## src/rtl/fetch_unit.sv

```systemverilog
// Instruction-fetch front end: PC generation, in-order imem reads and a show-ahead {pc, instr} FIFO.
// Optional misaligned-redirect trap enabled by defining FETCH_MISALIGN_TRAP_EN.
module fetch_unit #(
    parameter int unsigned DEPTH    = 4,
    parameter logic [31:0] RESET_PC = 32'hBFC0_0000
) (
    input  logic        clk,
    input  logic        rst,
    output logic        imem_req_valid,
    input  logic        imem_req_ready,
    output logic [31:0] imem_addr,
    input  logic        imem_rsp_valid,
    input  logic [31:0] imem_rsp_data,
    output logic        instr_valid,
    input  logic        instr_ready,
    output logic [31:0] instr,
    output logic [31:0] instr_pc,
    input  logic        redirect,
    input  logic [31:0] redirect_pc
`ifdef FETCH_MISALIGN_TRAP_EN
    ,
    output logic        misaligned
`endif
);

    localparam int unsigned AW = (DEPTH > 1) ? $clog2(DEPTH) : 1;
    localparam int unsigned CW = $clog2(DEPTH + 1);
    localparam int unsigned SW = CW + 1;

    typedef enum logic [1:0] {
        S_IDLE  = 2'd0,
        S_RUN   = 2'd1
`ifdef FETCH_MISALIGN_TRAP_EN
        ,
        S_FAULT = 2'd2
`endif
    } state_t;

    typedef struct packed {
        logic [31:0] pc;
        logic [31:0] instr;
    } fq_entry_t;

    state_t          state_q, state_d;
    fq_entry_t       fq_mem [DEPTH];
    logic [AW-1:0]   rd_ptr, wr_ptr;
    logic [CW-1:0]   count, outstanding, drop;
    logic [31:0]     fetch_pc, rsp_pc;
    logic [31:0]     redir_pc;
    logic            redir_bad;
    logic            not_fault;
    logic            redir_take;
    logic            issue, rsp_fire, rsp_keep, pop;

`ifdef FETCH_MISALIGN_TRAP_EN
    logic            misaligned_q;

    assign redir_pc   = redirect_pc;
    assign redir_bad  = redirect && (redirect_pc[1:0] != 2'b00);
    assign not_fault  = (state_q != S_FAULT);
    assign misaligned = misaligned_q;
`else
    logic            unused_redir_lsb;

    assign redir_pc         = {redirect_pc[31:2], 2'b00};
    assign redir_bad        = 1'b0;
    assign not_fault        = 1'b1;
    assign unused_redir_lsb = ^redirect_pc[1:0];
`endif

    // Next state and request issue; credit covers buffered plus in-flight words.
    always_comb begin
        state_d        = state_q;
        imem_req_valid = 1'b0;
        imem_addr      = '0;
        case (state_q)
            S_IDLE: begin
                state_d = S_RUN;
`ifdef FETCH_MISALIGN_TRAP_EN
                if (redir_bad) state_d = S_FAULT;
`endif
            end
            S_RUN: begin
                imem_req_valid = !redirect && ((SW'(count) + SW'(outstanding)) < SW'(DEPTH));
                imem_addr      = fetch_pc;
`ifdef FETCH_MISALIGN_TRAP_EN
                if (redir_bad) state_d = S_FAULT;
`endif
            end
            default: state_d = state_q;
        endcase
    end

    assign redir_take = redirect && not_fault;
    assign issue      = imem_req_valid && imem_req_ready;
    assign rsp_fire   = imem_rsp_valid && (outstanding != '0);
    assign rsp_keep   = rsp_fire && (drop == '0) && (state_q == S_RUN) && !redirect;
    assign pop        = instr_valid && instr_ready && !redirect;

    assign instr_valid = (count != '0);
    assign instr       = instr_valid ? fq_mem[rd_ptr].instr : '0;
    assign instr_pc    = instr_valid ? fq_mem[rd_ptr].pc : '0;

    always_ff @(posedge clk or posedge rst) begin
        if (rst) state_q <= S_IDLE;
        else     state_q <= state_d;
    end

    // Control counters and pointers; a redirect discards everything buffered or in flight.
    always_ff @(posedge clk or posedge rst) begin
        if (rst) begin
            fetch_pc    <= RESET_PC;
            rsp_pc      <= RESET_PC;
            rd_ptr      <= '0;
            wr_ptr      <= '0;
            count       <= '0;
            outstanding <= '0;
            drop        <= '0;
`ifdef FETCH_MISALIGN_TRAP_EN
            misaligned_q <= 1'b0;
`endif
        end else if (redir_take) begin
            fetch_pc    <= redir_pc;
            rsp_pc      <= redir_pc;
            rd_ptr      <= '0;
            wr_ptr      <= '0;
            count       <= '0;
            outstanding <= outstanding - CW'(rsp_fire);
            drop        <= outstanding - CW'(rsp_fire);
`ifdef FETCH_MISALIGN_TRAP_EN
            misaligned_q <= misaligned_q | redir_bad;
`endif
        end else begin
            if (issue) fetch_pc <= fetch_pc + 32'd4;
            outstanding <= outstanding + CW'(issue) - CW'(rsp_fire);
            if (rsp_fire && (drop != '0)) drop <= drop - CW'(1);
            if (rsp_keep) begin
                wr_ptr <= wr_ptr + AW'(1);
                rsp_pc <= rsp_pc + 32'd4;
            end
            if (pop) rd_ptr <= rd_ptr + AW'(1);
            count <= count + CW'(rsp_keep) - CW'(pop);
        end
    end

    // FIFO storage needs no reset: occupancy gates every read.
    always_ff @(posedge clk) begin
        if (rsp_keep) fq_mem[wr_ptr] <= '{pc: rsp_pc, instr: imem_rsp_data};
    end

endmodule
```

## config.mk

```make
export PLATFORM = sky130hd
export DESIGN_NAME = fetch_unit
export DESIGN_NICKNAME = d
export VERILOG_FILES = /design/src/rtl/fetch_unit.sv
export SDC_FILE = /design/constraint.sdc
export NUM_CORES = 1
export LEC_CHECK = 0
export CAP_MARGIN = 10
export CELL_PAD_IN_SITES_DETAIL_PLACEMENT = 0
export CELL_PAD_IN_SITES_GLOBAL_PLACEMENT = 1
export CORE_ASPECT_RATIO = 0.6
export CORE_UTILIZATION = 50
export CTS_CLUSTER_SIZE = 25
export DETAILED_ROUTE_END_ITERATION = 8
export HOLD_SLACK_MARGIN = 0.05
export PLACE_DENSITY_LB_ADDON = 0.15
export SYNTH_ARGS = -nofsm -noshare
export SYNTH_HDL_FRONTEND = slang
export SYNTH_SLANG_ARGS = --single-unit
```

## constraint.sdc

```tcl
create_clock -name clk -period 9.1 [get_ports clk]
set_input_delay 1.365 -clock clk [delete_from_list [all_inputs] [get_ports clk]]
set_output_delay 1.365 -clock clk [all_outputs]
set_load 0.03 [all_outputs]
```

==> impl_results.md, run 1 <==
- Status: finished, final reports clean
- Initial antenna violation count: 0
- RSZ-0062 raised after global routing: no
- Clk buf depth: 3
- TritonCTS Buffers: 29
- Post-synth ARST share: 23.0%
- WS Path Type: reg2out
- Tightest Pin Transition: 1060 ps
- Largest net degree at the start of global routing: 66
- Pwr/cell area: 245 nW/um^2
- Post-DP HPWL: 19.4 mm
- Post-synth cell types: 55
- Setup-failing EPs final: 0
- Post-Syn Area per Cell: 15.4 um^2
- Layout net count: 1157
- Relative slew margins: 28.8%
- Final ANT Viol Nets: 0
- Hold buffer count at CTS: 0
- Commonest cells after routing, fill and taps aside: edfxtp_1 (248), clkdlybuf4s50_1 (160), and2_1 (95)
- Post-synth EDFFs: 248
- GRT overflow: 0
- Dpl cell area: 15900 um^2
- CP Launch Type: flip-flop
- Core area: 26900 um^2
- CP max stage delay: 860 ps
- Synth Warn #: 0
- Area delta synth->final: 20.7%
- Clock latency on the worst-skew pair: 550 ps
- Final Power: 4.12 mW
- Postcts setup bufs: 0
- Register area: 9330 um^2
- Most used DFF post-synth: edfxtp_1
- Pre-CTS WS: 4710 ps
- CTS tree: yes
- Sink Count: 322
- Sequential element share of the synthesized area: 67.0%
- # DRC: 0
- CP required: 7740 ps
- Yosys reg bits: 322
- First-pass GRT wire length: 48.3 mm
- Crit path cell chain: buf_4, mux4_2, and2_1, clkdlybuf4s50_1
- Post-Route Skew: 17.6 ps
- Post-route setup slack: 4230 ps
- # rows: 46
- Hold Path Origin: outstanding[2]
- RR Startpoint: outstanding[2]
- Leakage: 5.64 nW
- Ranking of synthesized cells by area: edfxtp_1 (53%), dfrtp_1 (10%), mux4_2 (10%)
- Vias in the first global route: 8186
- Crit end category: output pin
- PostCTS Resize Cnt: 0
- Die H: 131 um
- Placer Congestion: 0.863
- Setup crit start: rd_ptr[0]
- Total Routing Usage GR: 22.0%
- Crit path buf inv count: 2
- Syn Inst Count: 904
- Final Hold Fails: 0
- Final period util: 53.5%
- H-Tree Depth: 1
- Cell Area, Synth: 13900 um^2
- Die area: 28500 um^2
- Biggest area consumer among synthesized cells: edfxtp_1
- WL final: 30.5 mm
- Root cell of the clock tree: clkbuf_16
- Synth top area share: 53.5%
- Critical-path top delay cell: dfrtp_4
- Setup_tns: 0 ps
- Worst vdd ir: 0.296 mV
- Share of cells above drive strength 1: 14.7%
- Worst-path clk slew: 60 ps
- Die Width: 217 um
- Timing-limited maximum frequency: 205 MHz
- Worst EP arrival: 3500 ps
- Pins Over Slew Limit: 0
- DR WL/cell: 21.1 um
- IO Pins: 168
- Pre-Repair DR Iteration Count: 5
- Vias: 8258
- Fin area: 16800 um^2
- # diodes: 0
- Final Critical Period: 4870 ps
- Count of input and output buffers: 161
- Hold Path Class: reg2reg
- Via-per-instance ratio: 5.70
- 1st-iter DRT viols: 806
- Initial core utilization: 51.8%
- # Max-Cap Violations: 0
- CP max FO: 33
- Fillers: 2034
- Multi-input gate area: 4360 um^2
- Commonest non-fill, non-tap cell in the layout: edfxtp_1
- Top Family by Delay on Critical Path: buffers and inverters
## stage by stage
stage	utilization, %	hold WS [ps]	std cells
after floorplan	-	504	907
after global placement	59.2	527	1398
after detailed placement	59.2	539	1398
after CTS	62.5	552	1450
after global routing	62.5	569	1450
final	62.5	551	1450
## cells in the mapped netlist, drive strengths merged (2+ instances only)
master and n:
ha 16, or3 5, nor2 28, a22oi 2, nor4 12, nand3 32
conb 2, a221o 2, nor4b 2, xnor2 20, or4 7, mux2 6
nand4 21, nand2 59, a211oi 2, inv 20, nor2b 2, and4 3
a311oi 2, a21oi 11, nor3 9, clkbuf 30, fa 2, a31oi 5
a31o 2, nand2b 4, edfxtp 248, mux4 62, o21ai 28, o211ai 15
and2 95, a21boi 6, o311ai 9, xor2 23, buf 14, dfstp 18
dfrtp 56, and3 14
## kinds of logic (layout without fill, tap and decap cells)
kind of cell             Yosys count  count (layout)  synth area share (%)
adder cells (fa/ha/maj)           18              18                  1.73
XOR/XNOR                          43              43                  2.71
other                              2               5                0.0539
flip-flops                       322             322                  67.0
AND/OR/NAND/NOR                  297             297                  11.9
AO/OA/AOI/OAI                     88              88                  4.17
buffers and inverters             65             248                  1.87
multiplexers                      69              69                  10.6
## registers in the layout, indices dropped and copies added, names as in the netlist
signal	count
rsp_pc	30
wr_ptr	2
fetch_pc	30
state_q	1
count	3
fq_mem	248
drop	3
rd_ptr	2
outstanding	3
## where the power goes
part           switching [mW]  internal [mW]  leakage [nW]
clock network           0.519          0.634         0.437
logic                   0.656          0.536          2.11
registers               0.109           1.66          3.09
total                    1.28           2.83          5.64
## final cells by class
| cell class | count | area share (%) |
|---|---|---|
| clock inverters | 16 | 0.610 |
| flip-flops and latches | 322 | 55.5 |
| inverters | 21 | 0.469 |
| clock buffers | 36 | 4.65 |
| well taps | 360 | 2.68 |
| multi-input cells | 520 | 25.9 |
| repair buffers | 175 | 10.2 |
## metal layers
metal  track usage [%]  share of wire [%]  wire (um)
met4              3.79                1.4        427
met5                 0                  0          0
met2              31.8                 45      13600
met3              4.03                6.1       1880
met1              34.9                 48      14600
## worst reg2reg max path, cell delays in order, from the launching register on
cell	delay (ps)
dfrtp_1	430
ha_1	290
or4b_4	500
nor4b_4	210
buf_4	300
inv_2	230
ha_1	330
inv_1	40
ha_1	180
fa_1	380
xor2_1	170
o21ai_0	200
xor2_1	160
## worst paths after layout
kind                       slack (ps)              to  depth (start not counted)
min                               550  outstanding[2]                          1
max reg2reg                      5610  outstanding[2]                         12
max                              4230    instr_pc[10]                          4
min in group asynchronous        1040        count[1]                          2
min reg2reg                       550  outstanding[2]                          1
max in group asynchronous        6910     fetch_pc[6]                          3
No activity file was read; power rests on OpenSTA's default activity.
==> run 2: changes to the inputs <==
CORE_UTILIZATION = 47   (was 50)
clock period = 4.7 ns   (was 9.1 ns; I/O delays follow)
==> run 2 against run 1 <==
Compared with the run above:
- sequential cell count did not move
- die area grew 6.3%
- sequential share of layout area fell by 1.1 points
- clock skew hardly changed
- combinational power up 97%
- cell area rose by 2.0%
- register-to-register slack got worse by 4500 ps
- critical path type unchanged
- sequential power rose by 93%
- global-route usage decreased by 1.3 points
==> impl_results.md, run 2 (synthesis results as in run 1) <==
- Sink Count: 322 (unchanged)
- Initial core utilization: 48.1% (-3.7 points)
- Crit end category: output pin
- Share of cells above drive strength 1: 14.9% (+0.24 points)
- Hold Path Class: in2async
- # diodes: 0 (unchanged)
- PostCTS Resize Cnt: 0 (unchanged)
- Top flop regs: fq_mem: 248 flops, fetch_pc: 30 flops, rsp_pc: 30 flops
- Tightest Pin Transition: 968 ps (-90.5 ps)
- # Max-Cap Violations: 0 (unchanged)
- RSZ-0062 raised after global routing: no
- Final Hold Fails: 0 (unchanged)
- Worst-path clk slew: 70 ps (about the same)
- Largest net degree at the start of global routing: 70 (+6.1%)
- TritonCTS Buffers: 31 (+6.9%)
- Hold buffer count at CTS: 0 (unchanged)
- CP max FO: 20 (-39%)
- Top Family by Delay on Critical Path: buffers and inverters
- Vias in the first global route: 8150 (-0.44%)
- Worst vdd ir: 0.353 mV (+19%)
- H-Tree Depth: 1 (unchanged)
- Initial antenna violation count: 1 (+1)
- Pins Over Slew Limit: 0 (unchanged)
- Post-route setup slack: 1020 ps (-3220 ps)
- GRT overflow: 0 (unchanged)
- Pwr/cell area: 487 nW/um^2 (+99%)
- CP required: 3990 ps (-3750 ps)
- CP max stage delay: 710 ps (-150 ps)
- Die area: 30300 um^2 (+6.3%)
- Postcts setup bufs: 0 (unchanged)
- Biggest register: fq_mem
- Crit path cell chain: buf_4, mux4_2, and2_1, clkdlybuf4s50_1
- CP Launch Type: flip-flop
- Register area: 9330 um^2 (unchanged)
- Total Routing Usage GR: 20.6% (-1.3 points)
- Final period util: 78.4%
- Worst EP arrival: 2980 ps (-520 ps)
- Root cell of the clock tree: clkbuf_16
- DR WL/cell: 20.4 um (-2.9%)
- Crit. path cell count: 4 (unchanged)
- Relative slew margins: 34.9% (+6.1 points)
- Vias: 8195 (-0.76%)
- CTS tree: yes
- Fillers: 2300 (+13%)
- R2R depth: 12 (unchanged)
- Pre-Repair DR Iteration Count: 5 (unchanged)
- IO Pins: 168 (unchanged)
- WL final: 30.6 mm (+0.35%)
- 1st-iter DRT viols: 533 (-34%)
- Leakage: 5.74 nW (+1.9%)
- Die H: 135 um (+3.1%)
- # DRC: 0 (unchanged)
- Clk buf depth: 3 (unchanged)
- Status: finished, final reports clean
- Multi-input gate area: 4360 um^2 (unchanged)
- Critical-path top delay cell: dfrtp_4
- Crit path buf inv count: 2 (unchanged)
- Max reg flops: 248 (unchanged)
- Global-route met1 utilization: 31.6% (-3.3 points)
- Core area: 28900 um^2 (+7.7%)
- Met2 Usage GRT: 30.5% (-1.3 points)
- Setup_tns: 0 ps (unchanged)
- Setup-failing EPs final: 0 (unchanged)
- Post-Route Skew: 17.3 ps (-0.324 ps)
- Commonest cells after routing, fill and taps aside: edfxtp_1 (248), clkdlybuf4s50_1 (160), and2_1 (95)
- Area delta synth->final: 23.1%
- Placer Congestion: 0.899 (+4.2%)
- Pre-CTS WS: 1080 ps (-3630 ps)
- First-pass GRT wire length: 47.7 mm (-1.3%)
- Layout net count: 1163 (+0.52%)
- # rows: 48 (+4.3%)
- GR peak layer: met1
- Commonest non-fill, non-tap cell in the layout: edfxtp_1
- WS Path Type: reg2out
- Post-DP HPWL: 19.7 mm (+1.8%)
- Die Width: 224 um (+3.1%)
- Final ANT Viol Nets: 0 (unchanged)
- GRT met3 Usage: 4.75% (+0.72 points)
- Final Critical Period: 3680 ps
- Timing-limited maximum frequency: 271 MHz
- Clock latency on the worst-skew pair: 570 ps (+20 ps)
- Via-per-instance ratio: 5.47 (-4.0%)
- Count of input and output buffers: 161 (unchanged)
==> run 2: changes by cell type in the layout (fill, tap and decap cells not counted), moves of 4 or more <==
| cell | previous run | this run |
|---|---|---|
| clkbuf_1 | 4 | 9 |
| buf_12 | 0 | 6 |
| clkinv_2 | 7 | 0 |
| bufinv_16 | 1 | 5 |
==> run 2: layout make-up <==
type                       count  share of cell area, %
sequential                   322                   54.4
multi-input combinational    520                   25.4
timing repair buffer         179                   10.6
clock buffer                  44                   5.04
tap                          400                   2.92
clock inverter                13                   1.12
inverter                      21                  0.460
==> run 2: per-stage QoR <==
step                hold WS (ps)  util [%]  cell area (um^2)  power (mW)  instances
detailed placement           529      55.5             16100        5.85       1442
global placement             533      55.5             16100        5.84       1442
floorplan                    504         -             13900        4.91        907
finish                       536      59.2             17100        8.35       1499
global route                 560      59.2             17100        8.72       1499
CTS                          524      59.2             17100        8.45       1499
==> run 2: worst register-to-register path: cells and delay by family (launching register included) <==
kind	cells	cell delay (ps)
AO/OA/AOI/OAI	1	190
adder cells (fa/ha/maj)	4	1210
buffers and inverters	3	570
XOR/XNOR	2	340
AND/OR/NAND/NOR	2	730
flip-flops	1	440
==> run 2: worst paths after layout <==
path / from / endpoint / slack [ps]
worst max-delay path: rd_ptr[0] / instr_pc[27] / 1020
worst min-delay path: rst / state_q[0] / 540
worst max register to register: outstanding[2] / outstanding[2] / 1160
worst min register to register: fetch_pc[31] / fetch_pc[31] / 550
max in group asynchronous: rst / rsp_pc[3] / 3210
min in group clk: fetch_pc[31] / fetch_pc[31] / 550
==> run 2: routing by layer <==
layer  routed length [um]  vias up
li1                     -     3804
met1                14700     4144
met2                13500      211
met3                 1920       36
met4                  476        0
met5                    0        -
==> run 2: where the power goes <==
group | switching [mW] | total, mW | internal [mW]
logic | 1.29 | 2.35 | 1.06
clock network | 1.04 | 2.59 | 1.55
registers | 0.192 | 3.41 | 3.22
total | 2.52 | 8.35 | 5.83
==> run 3: changes to the inputs <==
CORE_UTILIZATION = 42   (was 47)
clock period = 3.1 ns   (was 4.7 ns; I/O delays follow)
==> run 3 against run 2 <==
Compared with the run above:
- via count rose by 2.0%
- cell area increased by 1.6%
- largest cell class unchanged
- utilization is 5.7 points lower
- critical endpoint is now outstanding[2]
- sequential cell count did not move
- critical path type is now reg2reg
- wire length increased by 5.5%
- combinational power is 50% higher
- die area rose by 12%
==> impl_results.md, run 3 (synthesis results as in run 1) <==
- Status: finished, final reports clean
- Final ANT Viol Nets: 0 (unchanged)
- CP max stage delay: 500 ps (-210 ps)
- WS Path Type: reg2reg
- Largest net degree at the start of global routing: 75 (+7.1%)
- Pins Over Slew Limit: 0 (unchanged)
- R2r setup slk: 120 ps (-1040 ps)
- Sink Count: 322 (unchanged)
- Die area: 33900 um^2 (+12%)
- Worst vdd ir: 0.411 mV (+17%)
- Commonest non-fill, non-tap cell in the layout: edfxtp_1
- Biggest register: fq_mem
- # Max-Cap Violations: 0 (unchanged)
- Top flop regs: fq_mem: 248 flops, fetch_pc: 30 flops, rsp_pc: 30 flops
- Layout Utilization: 53.5% (-5.7 points)
- Timing-limited maximum frequency: 336 MHz
- Dpl cell area: 16400 um^2 (+1.7%)
- Crit path cell chain: ha_1, or4b_4, nor4b_4, inv_2, ha_4, inv_2, ha_4, fa_2, xor2_1, o21ai_1, xor2_1
- 1st-iter DRT viols: 504 (-5.4%)
- CP Launch Type: flip-flop
- Core area: 32500 um^2 (+12%)
- # rows: 51 (+6.3%)
- Fin area: 17400 um^2 (+1.6%)
- TritonCTS Buffers: 31 (unchanged)
- Final Hold Fails: 0 (unchanged)
- Multi-input gate area: 4390 um^2 (+0.63%)
- Setup-failing EPs final: 0 (unchanged)
- CP max FO: 3 (-85%)
- Root cell of the clock tree: clkbuf_16
- Final period util: 96.1%
- Die H: 143 um (+5.7%)
- Max reg flops: 248 (unchanged)
- Relative slew margins: 39.8% (+4.9 points)
- Crit path buf inv count: 2 (unchanged)
- Initial core utilization: 42.8% (-5.3 points)
- CP required: 3580 ps (-410 ps)
- DR WL/cell: 20.9 um (+2.5%)
- Count of input and output buffers: 161 (unchanged)
- Post-Route Skew: 12.6 ps (-4.65 ps)
- Vias: 8357 (+2.0%)
- Pwr/cell area: 720 nW/um^2 (+48%)
- Final Critical Period: 2980 ps
- Hold Path Class: in2async
- Worst EP arrival: 3460 ps (+480 ps)
- Worst-path clk slew: 60 ps (about the same)
- Top Family by Delay on Critical Path: adder cells
- First-pass GRT wire length: 49.7 mm (+4.3%)
- Leakage: 6.36 nW (+11%)
- Crit end category: flip-flop
- Total Routing Usage GR: 19.3% (-1.3 points)
- RSZ-0062 raised after global routing: no
- # diodes: 0 (unchanged)
- GRT overflow: 0 (unchanged)
- Initial antenna violation count: 0 (-1)
- Die Width: 237 um (+5.7%)
- Share of cells above drive strength 1: 17.2% (+2.3 points)
- Fillers: 2734 (+19%)
- Clock latency on the worst-skew pair: 560 ps (about the same)
- H-Tree Depth: 1 (unchanged)
- Via-per-instance ratio: 5.42 (-0.93%)
- Area delta synth->final: 25.0%
- Setup_tns: 0 ps (unchanged)
- Tightest Pin Transition: 900 ps (-67.2 ps)
- CTS tree: yes
- Layout net count: 1183 (+1.7%)
- Commonest cells after routing, fill and taps aside: edfxtp_1 (248), clkdlybuf4s50_1 (97), and2_1 (95)
- Placer Congestion: 0.855 (-4.9%)
- Clk buf depth: 3 (unchanged)
- IO Pins: 168 (unchanged)
- Critical-path top delay cell: or4b_4
- Hold WS: 312 ps (-224 ps)
- # DRC: 0 (unchanged)
- Pre-Repair DR Iteration Count: 7 (+2)
- WL final: 32.3 mm (+5.5%)
- Vias in the first global route: 8363 (+2.6%)
- Register area: 9330 um^2 (about the same)
- Post-DP HPWL: 21.3 mm (+7.9%)
==> run 3: cell count changes in the layout (fill, tap and decap cells not counted), moves of 2 or more <==
cell             delta
dlygate4sd2_1      +45
clkinv_2            +6
buf_4              +13
ha_1                -2
dlymetal6s2s_1     +18
clkdlybuf4s50_1    -63
buf_12              +7
ha_4                +2
clkbuf_1            -5
==> run 3: layout make-up <==
class | instances | area share (%)
Timing Repair Buffer | 199 | 11.7
Clock buffer | 39 | 4.86
Clock inverter | 18 | 1.10
Multi-Input combinational cell | 520 | 25.2
Tap cell | 424 | 3.05
Sequential cell | 322 | 53.6
Inverter | 21 | 0.453
==> run 3: tightest hold or removal path, delay by kind of cell <==
kind                   cells  cell delay (ps)
buffers and inverters      3              820
==> run 3: power breakdown <==
part | switching (mW) | internal (mW) | leakage (nW)
clock | 1.60 | 2.25 | 0.504
sequential | 0.257 | 4.88 | 3.09
combinational | 2.02 | 1.51 | 2.77
total | 3.88 | 8.65 | 6.36
==> run 3: final timing paths <==
path | endpoint | from | cells after the start
hold / removal | count[1] | rst | 3
min in group clk | rd_ptr[1] | redirect | 3
setup reg to reg | outstanding[2] | count[2] | 11
max in group asynchronous | rsp_pc[27] | rst | 3
setup / recovery | outstanding[2] | count[2] | 11
hold reg to reg | fetch_pc[31] | fetch_pc[31] | 2
==> run 3: metal layers <==
metal	GRT usage [%]	routed length (um)
met5	0	0
met4	3.18	318
met3	4.39	1630
met2	28.5	14300
met1	29.6	16100
==> run 3: timing repair <==
action / CTS / global route
gates cloned: 0 / 0
setup buffers: 2 / 0
resized for setup: 45 / 19
hold buffers: 0 / 0
setup endpoints to repair: 56 / 18
==> run 3: stage by stage <==
step	setup slack, ps	std cells	total power [mW]
after global routing	9.84	1543	13.1
after global placement	164	1484	9.01
final	120	1543	12.5
after CTS	0.359	1543	12.7
after floorplan	-157	907	7.47
after detailed placement	116	1484	9.01
